==> config.mk <==
export PLATFORM = sky130hd
export DESIGN_NAME = swap_round_sequencer_flat
export DESIGN_NICKNAME = d
export VERILOG_FILES = /design/src/rtl/swap_round_sequencer_pkg.sv /design/src/rtl/swap_round_sequencer_if.sv /design/src/rtl/swap_round_sequencer_bit_pair_swap.sv /design/src/rtl/swap_round_sequencer.sv /design/src/flat_wrapper.sv
export SDC_FILE = /design/constraint.sdc
export NUM_CORES = 1
export LEC_CHECK = 0
export ABC_AREA = 1
export CORE_ASPECT_RATIO = 1.5
export CORE_UTILIZATION = 55
export CTS_BUF_LIST = sky130_fd_sc_hd__clkbuf_4 sky130_fd_sc_hd__clkbuf_8
export DETAILED_ROUTE_END_ITERATION = 10
export GPL_ROUTABILITY_DRIVEN = 0
export PLACE_DENSITY_LB_ADDON = 0.05
export SLEW_MARGIN = 20
export SYNTH_ARGS = -nofsm -noshare
export SYNTH_HDL_FRONTEND = slang
export SYNTH_SLANG_ARGS = --single-unit
==> constraint.sdc <==
create_clock -name clk -period 5.1 [get_ports clk]
set_input_delay 1.275 -clock clk [delete_from_list [all_inputs] [get_ports clk]]
set_output_delay 1.275 -clock clk [all_outputs]
set_load 0.1 [all_outputs]
==> src/rtl/swap_round_sequencer_pkg.sv <==
// Shared types and constants for the swap round sequencer.
// Contents:
//   BYTE_W       width of the permuted datum
//   swap_pair_t  one key-table entry (two bit positions to exchange)
//   seq_state_t  sequencer FSM states
package swap_pkg;

  localparam int unsigned BYTE_W = 8;

  typedef struct packed {
    logic [2:0] pos1;
    logic [2:0] pos2;
  } swap_pair_t;

  typedef enum logic [1:0] {
    IDLE = 2'd0,
    RUN  = 2'd1,
    DONE = 2'd2
  } seq_state_t;

endpackage

==> src/rtl/swap_round_sequencer_if.sv <==
// Byte stream interface between source, swap round sequencer and downstream stages.
// Signals:
//   in_valid/in_ready     input handshake; in_data byte, in_decrypt direction
//   out_valid/out_ready   output handshake; out_data permuted byte
// Modports: master = environment side, slave = sequencer side.
interface swap_round_sequencer_if;
  import swap_pkg::*;

  logic              in_valid;
  logic              in_ready;
  logic [BYTE_W-1:0] in_data;
  logic              in_decrypt;
  logic              out_valid;
  logic              out_ready;
  logic [BYTE_W-1:0] out_data;

  modport master (
    output in_valid, in_data, in_decrypt, out_ready,
    input  in_ready, out_valid, out_data
  );

  modport slave (
    input  in_valid, in_data, in_decrypt, out_ready,
    output in_ready, out_valid, out_data
  );

endinterface

==> src/rtl/swap_round_sequencer_bit_pair_swap.sv <==
// Combinational exchange of two bit positions within a byte.
// Ports:
//   byte_in   source byte
//   pos1      first bit position
//   pos2      second bit position
//   byte_out  byte_in with bits pos1 and pos2 exchanged (unchanged if pos1 == pos2)
module bit_pair_swap
  import swap_pkg::*;
(
  input  logic [BYTE_W-1:0] byte_in,
  input  logic [2:0]        pos1,
  input  logic [2:0]        pos2,
  output logic [BYTE_W-1:0] byte_out
);

  always_comb begin
    byte_out       = byte_in;
    byte_out[pos1] = byte_in[pos2];
    byte_out[pos2] = byte_in[pos1];
  end

endmodule

==> src/rtl/swap_round_sequencer.sv <==
// One permutation round: applies a programmable chain of bit-pair swaps to a byte,
// one swap per clock, forward order for encrypt and reverse order for decrypt.
// Ports:
//   clk, rst          clock and asynchronous active-high reset
//   bus               byte stream interface (slave modport)
//   key_we/key_idx    key-table write strobe and entry index (honoured in IDLE only)
//   key_pos1/key_pos2 bit positions written into the entry
//   busy              high while a round is in RUN or DONE
//   byte_count        completed output handshakes (only with SWAP_BYTE_COUNT_EN)
// Build option: define SWAP_BYTE_COUNT_EN to add the byte_count output.
module swap_round_sequencer
  import swap_pkg::*;
#(
  parameter int unsigned NUM_SWAPS = 8,
  parameter int unsigned IDX_W     = (NUM_SWAPS > 1) ? $clog2(NUM_SWAPS) : 1
) (
  input  logic                   clk,
  input  logic                   rst,
  swap_round_sequencer_if.slave  bus,
  input  logic                   key_we,
  input  logic [IDX_W-1:0]       key_idx,
  input  logic [2:0]             key_pos1,
  input  logic [2:0]             key_pos2,
  output logic                   busy
`ifdef SWAP_BYTE_COUNT_EN
  ,
  output logic [15:0]            byte_count
`endif
);

  localparam logic [IDX_W-1:0] LastStep = IDX_W'(NUM_SWAPS - 1);

  seq_state_t        state_q, state_d;
  logic [BYTE_W-1:0] work_q, work_d;
  logic [IDX_W-1:0]  step_q, step_d;
  logic              dir_q, dir_d;
  swap_pair_t        table_q [NUM_SWAPS];
  logic [BYTE_W-1:0] swapped;
  logic              accept;
  logic              key_commit;

  bit_pair_swap u_swap (
    .byte_in  (work_q),
    .pos1     (table_q[step_q].pos1),
    .pos2     (table_q[step_q].pos2),
    .byte_out (swapped)
  );

  assign accept     = (state_q == IDLE) && bus.in_valid;
  assign key_commit = (state_q == IDLE) && key_we && (32'(key_idx) < NUM_SWAPS);

  always_comb begin
    state_d = state_q;
    work_d  = work_q;
    step_d  = step_q;
    dir_d   = dir_q;
    unique case (state_q)
      IDLE: begin
        if (bus.in_valid) begin
          work_d  = bus.in_data;
          dir_d   = bus.in_decrypt;
          step_d  = bus.in_decrypt ? LastStep : '0;
          state_d = RUN;
        end
      end
      RUN: begin
        work_d = swapped;
        if (!dir_q) begin
          if (step_q == LastStep) state_d = DONE;
          else                    step_d  = step_q + 1'b1;
        end else begin
          if (step_q == '0) state_d = DONE;
          else              step_d  = step_q - 1'b1;
        end
      end
      DONE: begin
        if (bus.out_ready) state_d = IDLE;
      end
      default: state_d = IDLE;
    endcase
  end

  always_ff @(posedge clk or posedge rst) begin
    if (rst) begin
      state_q <= IDLE;
      work_q  <= '0;
      step_q  <= '0;
      dir_q   <= 1'b0;
    end else begin
      state_q <= state_d;
      work_q  <= work_d;
      step_q  <= step_d;
      dir_q   <= dir_d;
    end
  end

  // A write in the accept cycle lands before the first RUN read, so the round sees it.
  always_ff @(posedge clk or posedge rst) begin
    if (rst) begin
      for (int i = 0; i < int'(NUM_SWAPS); i++) table_q[i] <= '0;
    end else if (key_commit) begin
      table_q[key_idx] <= '{pos1: key_pos1, pos2: key_pos2};
    end
  end

  assign bus.in_ready  = (state_q == IDLE);
  assign bus.out_valid = (state_q == DONE);
  assign bus.out_data  = (state_q == DONE) ? work_q : '0;
  assign busy          = (state_q != IDLE);

  logic unused_accept;
  assign unused_accept = accept;

`ifdef SWAP_BYTE_COUNT_EN
  logic [15:0] count_q;
  always_ff @(posedge clk or posedge rst) begin
    if (rst)                                 count_q <= '0;
    else if ((state_q == DONE) && bus.out_ready) count_q <= count_q + 16'd1;
  end
  assign byte_count = count_q;
`endif

endmodule

==> src/flat_wrapper.sv <==
// flat-port wrapper written by rule: the top's interface ports become plain ports
module swap_round_sequencer_flat import swap_pkg::*;
#(
  parameter int unsigned NUM_SWAPS = 8,
  parameter int unsigned IDX_W     = (NUM_SWAPS > 1) ? $clog2(NUM_SWAPS) : 1
)
  (clk, rst, key_we, key_idx, key_pos1, key_pos2, busy, bus_in_valid, bus_in_data, bus_in_decrypt, bus_out_ready, bus_in_ready, bus_out_valid, bus_out_data);
  swap_round_sequencer_if bus_i ();
  input  logic clk;
  input  logic rst;
  input  logic key_we;
  input  logic [IDX_W-1:0] key_idx;
  input  logic [2:0] key_pos1;
  input  logic [2:0] key_pos2;
  output logic busy;
  input wire logic [$bits(bus_i.in_valid)-1:0] bus_in_valid;
  input wire logic [$bits(bus_i.in_data)-1:0] bus_in_data;
  input wire logic [$bits(bus_i.in_decrypt)-1:0] bus_in_decrypt;
  input wire logic [$bits(bus_i.out_ready)-1:0] bus_out_ready;
  output wire logic [$bits(bus_i.in_ready)-1:0] bus_in_ready;
  output wire logic [$bits(bus_i.out_valid)-1:0] bus_out_valid;
  output wire logic [$bits(bus_i.out_data)-1:0] bus_out_data;
  assign bus_i.in_valid = bus_in_valid;
  assign bus_i.in_data = bus_in_data;
  assign bus_i.in_decrypt = bus_in_decrypt;
  assign bus_i.out_ready = bus_out_ready;
  assign bus_in_ready = bus_i.in_ready;
  assign bus_out_valid = bus_i.out_valid;
  assign bus_out_data = bus_i.out_data;
  swap_round_sequencer #(.NUM_SWAPS(NUM_SWAPS), .IDX_W(IDX_W)) u_core (.clk(clk), .rst(rst), .bus(bus_i), .key_we(key_we), .key_idx(key_idx), .key_pos1(key_pos1), .key_pos2(key_pos2), .busy(busy));
endmodule
==> flow_metrics.tcl <==
set metrics [dict create \
    layout.nets 582 \
    grt_usage_pct 28.2 \
    clk_latency_ns 0.35 \
    cts.sink_count 62 \
    syn_to_final_growth_pct 13.3 \
    core-area_um2 6530 \
    synth_cell_type_count 26 \
    dr.pass1.iters 5 \
    antenna_found_initial 0 \
    startpoint "u_core.state_q[0]$_DFFE_PP0P_" \
    drt_iter0_markers 189 \
    hold_path.class "flip-flop to flip-flop" \
    critical_path_class "flip-flop to primary output" \
    min_from "u_core.work_q[2]$_DFFE_PP0P_" \
    skew_ns 0.00989 \
    postCtsSetupRepairBufs 0 \
    synth-edff-count 0 \
    rows 36 \
    critPathRequiredTime_ns 3.83 \
    start_util_pct 57.4 \
    synthFlopType "dfrtp_1" \
    start_kind "flip-flop" \
    grt-ovfl-total 0 \
    die_area_um2 7160 \
    clk_transition_reported_paths_ns 0.07 \
    status "complete, no violations" \
    final_layout_size_suffix_gt1_share_pct 9.45 \
    dp.final_hpwl_um 6620 \
    setup_viol 0 \
    cts_hold_buf 0 \
    via_per_inst 5.29 \
    drt-wirelength-per-cell_um 14.5 \
    syn_area_um2 3750 \
    port_buffers 33 \
    max_clock_freq_mhz 278 \
    totalWireLength_um 9220 \
    grt_pass1_vias 3194 \
    finalHoldViolations 0 \
    num_antenna_cells 0 \
    yosysSeqAreaShare_pct 41.4 \
    timing.rr.start "u_core.step_q[0]$_DFFE_PP0P_" \
    antenna_left 0 \
    cts_tree "done" \
    fp.dieH_um 103 \
    crit_fanout 10 \
    finalSetupTns_ns 0 \
    end_kind "primary output" \
    worstPathArrival_ns 2.32 \
    grt_max_degree 41 \
    synthArstFlopShare_pct 100 \
    synth_nets 558 \
    cts_root_buffer "clkbuf_8" \
    ys_top_cells_by_area "dfrtp_1, nand2_1, nand3_1" \
    drc 0 \
    fin_crit_ns 3.59 \
    via_count 3367 \
    rsz0062_at_grt "no" \
    numCtsBuffers 9 \
    slew_headroom_pct 26.8 \
    io-pin-count 34 \
    maxCapViolations 0 \
    yosys.area.top_type "dfrtp_1" \
    worstMarginPinSlew_ns 1.10 \
    h-tree-depth 3 \
    die_w_um 69.4 \
    min_period_over_period_pct 70.5 \
    synth_top_area_share_pct 41.4 \
    clk_path_buf_depth 2 \
    synth_area_per_cell_um2 7.02 \
    synth_warnings 0 \
    ys_ff_latch 62 \
    cts_resized 0 \
    syn_inst 534 \
    grt_pass1_wl_um 15400 \
    slew_viol_final 0 \
]
==> placed cells by master, fill, tap and decap left out, types with 2 or more instances in the layout <==
| cell | count |
|---|---|
| nor2_2 | 6 |
| clkbuf_8 | 12 |
| nand4_1 | 6 |
| or2_2 | 2 |
| nor2_4 | 4 |
| inv_1 | 57 |
| clkdlybuf4s50_1 | 33 |
| a21oi_1 | 2 |
| nand2_1 | 167 |
| nand2_2 | 5 |
| o21ai_0 | 42 |
| nand3_2 | 10 |
| nor3_2 | 2 |
| a22oi_1 | 3 |
| o21ai_1 | 27 |
| dfrtp_1 | 62 |
| nor2_1 | 53 |
| nand3_1 | 51 |
| inv_2 | 5 |
| nand2_4 | 2 |
| nand3_4 | 2 |
| o211ai_1 | 4 |
==> final timing paths <==
| path | endpoint | slack (ns) | depth (start not counted) |
|---|---|---|---|
| min in group asynchronous | u_core.work_q[1]$_DFFE_PP0P_ | 1.27 | 2 |
| min reg2reg | u_core.work_q[2]$_DFFE_PP0P_ | 0.48 | 2 |
| max | bus_out_data[4] | 1.51 | 4 |
| min | u_core.work_q[2]$_DFFE_PP0P_ | 0.48 | 2 |
| max reg2reg | u_core.work_q[4]$_DFFE_PP0P_ | 2.09 | 13 |
| max in group asynchronous | u_core.table_q[36]$_DFFE_PP0P_ | 2.93 | 3 |
==> layout make-up <==
cell class	count	area, um2
fill	635	2290
multi-input combinational	389	1850
sequential	62	1550
timing repair buffer	34	338
inverter	62	233
clock buffer	13	173
tap	76	95.1
clock inverter	1	5.00
==> through the flow <==
stage | instances | utilization [%] | setup slack, ns | hold WS (ns) | cell area, um2
floorplan | 534 | - | 1.18 | 0.449 | 3750
global placement | 623 | 62.1 | 1.87 | 0.462 | 4060
global route | 637 | 65.0 | 1.31 | 0.495 | 4250
CTS | 637 | 64.8 | 1.52 | 0.483 | 4240
detailed placement | 623 | 62.1 | 1.75 | 0.465 | 4060
finish | 637 | 65.0 | 1.51 | 0.478 | 4250
==> flip-flops by register name (all words and copies together) (netlist names) <==
signal,flops
u_core.work_q,8
u_core.table_q,48
u_core.step_q,3
u_core.state_q,2
u_core.dir_q,1
==> cells by family (layout without fill, tap and decap cells) <==
| kind of cell | after synthesis | after routing | synth area share [%] |
|---|---|---|---|
| fa+ha+maj | 1 | 1 | 0.534 |
| compound gates | 78 | 78 | 10.9 |
| buf+inv | 83 | 110 | 9.58 |
| flops | 62 | 62 | 41.4 |
| simple gates | 310 | 310 | 37.6 |
==> synth_stat cells (5+ instances only) <==
| master | number |
|---|---|
| o21ai_0 | 42 |
| buf_2 | 8 |
| nor2_1 | 54 |
| inv_1 | 58 |
| o21ai_1 | 27 |
| nand2_2 | 5 |
| nand3_1 | 51 |
| nor2_2 | 6 |
| nand3_2 | 10 |
| nand2_1 | 167 |
| dfrtp_1 | 62 |
| nand4_1 | 6 |
| clkbuf_1 | 6 |
==> metal layers <==
layer  up-vias  wire, um  global-route usage [%]
li1       1741         -                       -
met3        21       345                    5.96
met4         0       300                    15.7
met5         -         0                       0
met1      1526      3930                    33.1
met2        79      4650                    48.3
==> worst max-delay path: stages (launching register included) <==
cell and delay (ns):
dfrtp_1 0.38, inv_1 0.11, nand2_1 0.20, nor2_1 0.14, clkdlybuf4s50_1 1.14
Power is left out: the tool's default activity adds up to more than one toggle a clock period on the data nets, which glitch-free logic cannot reach.
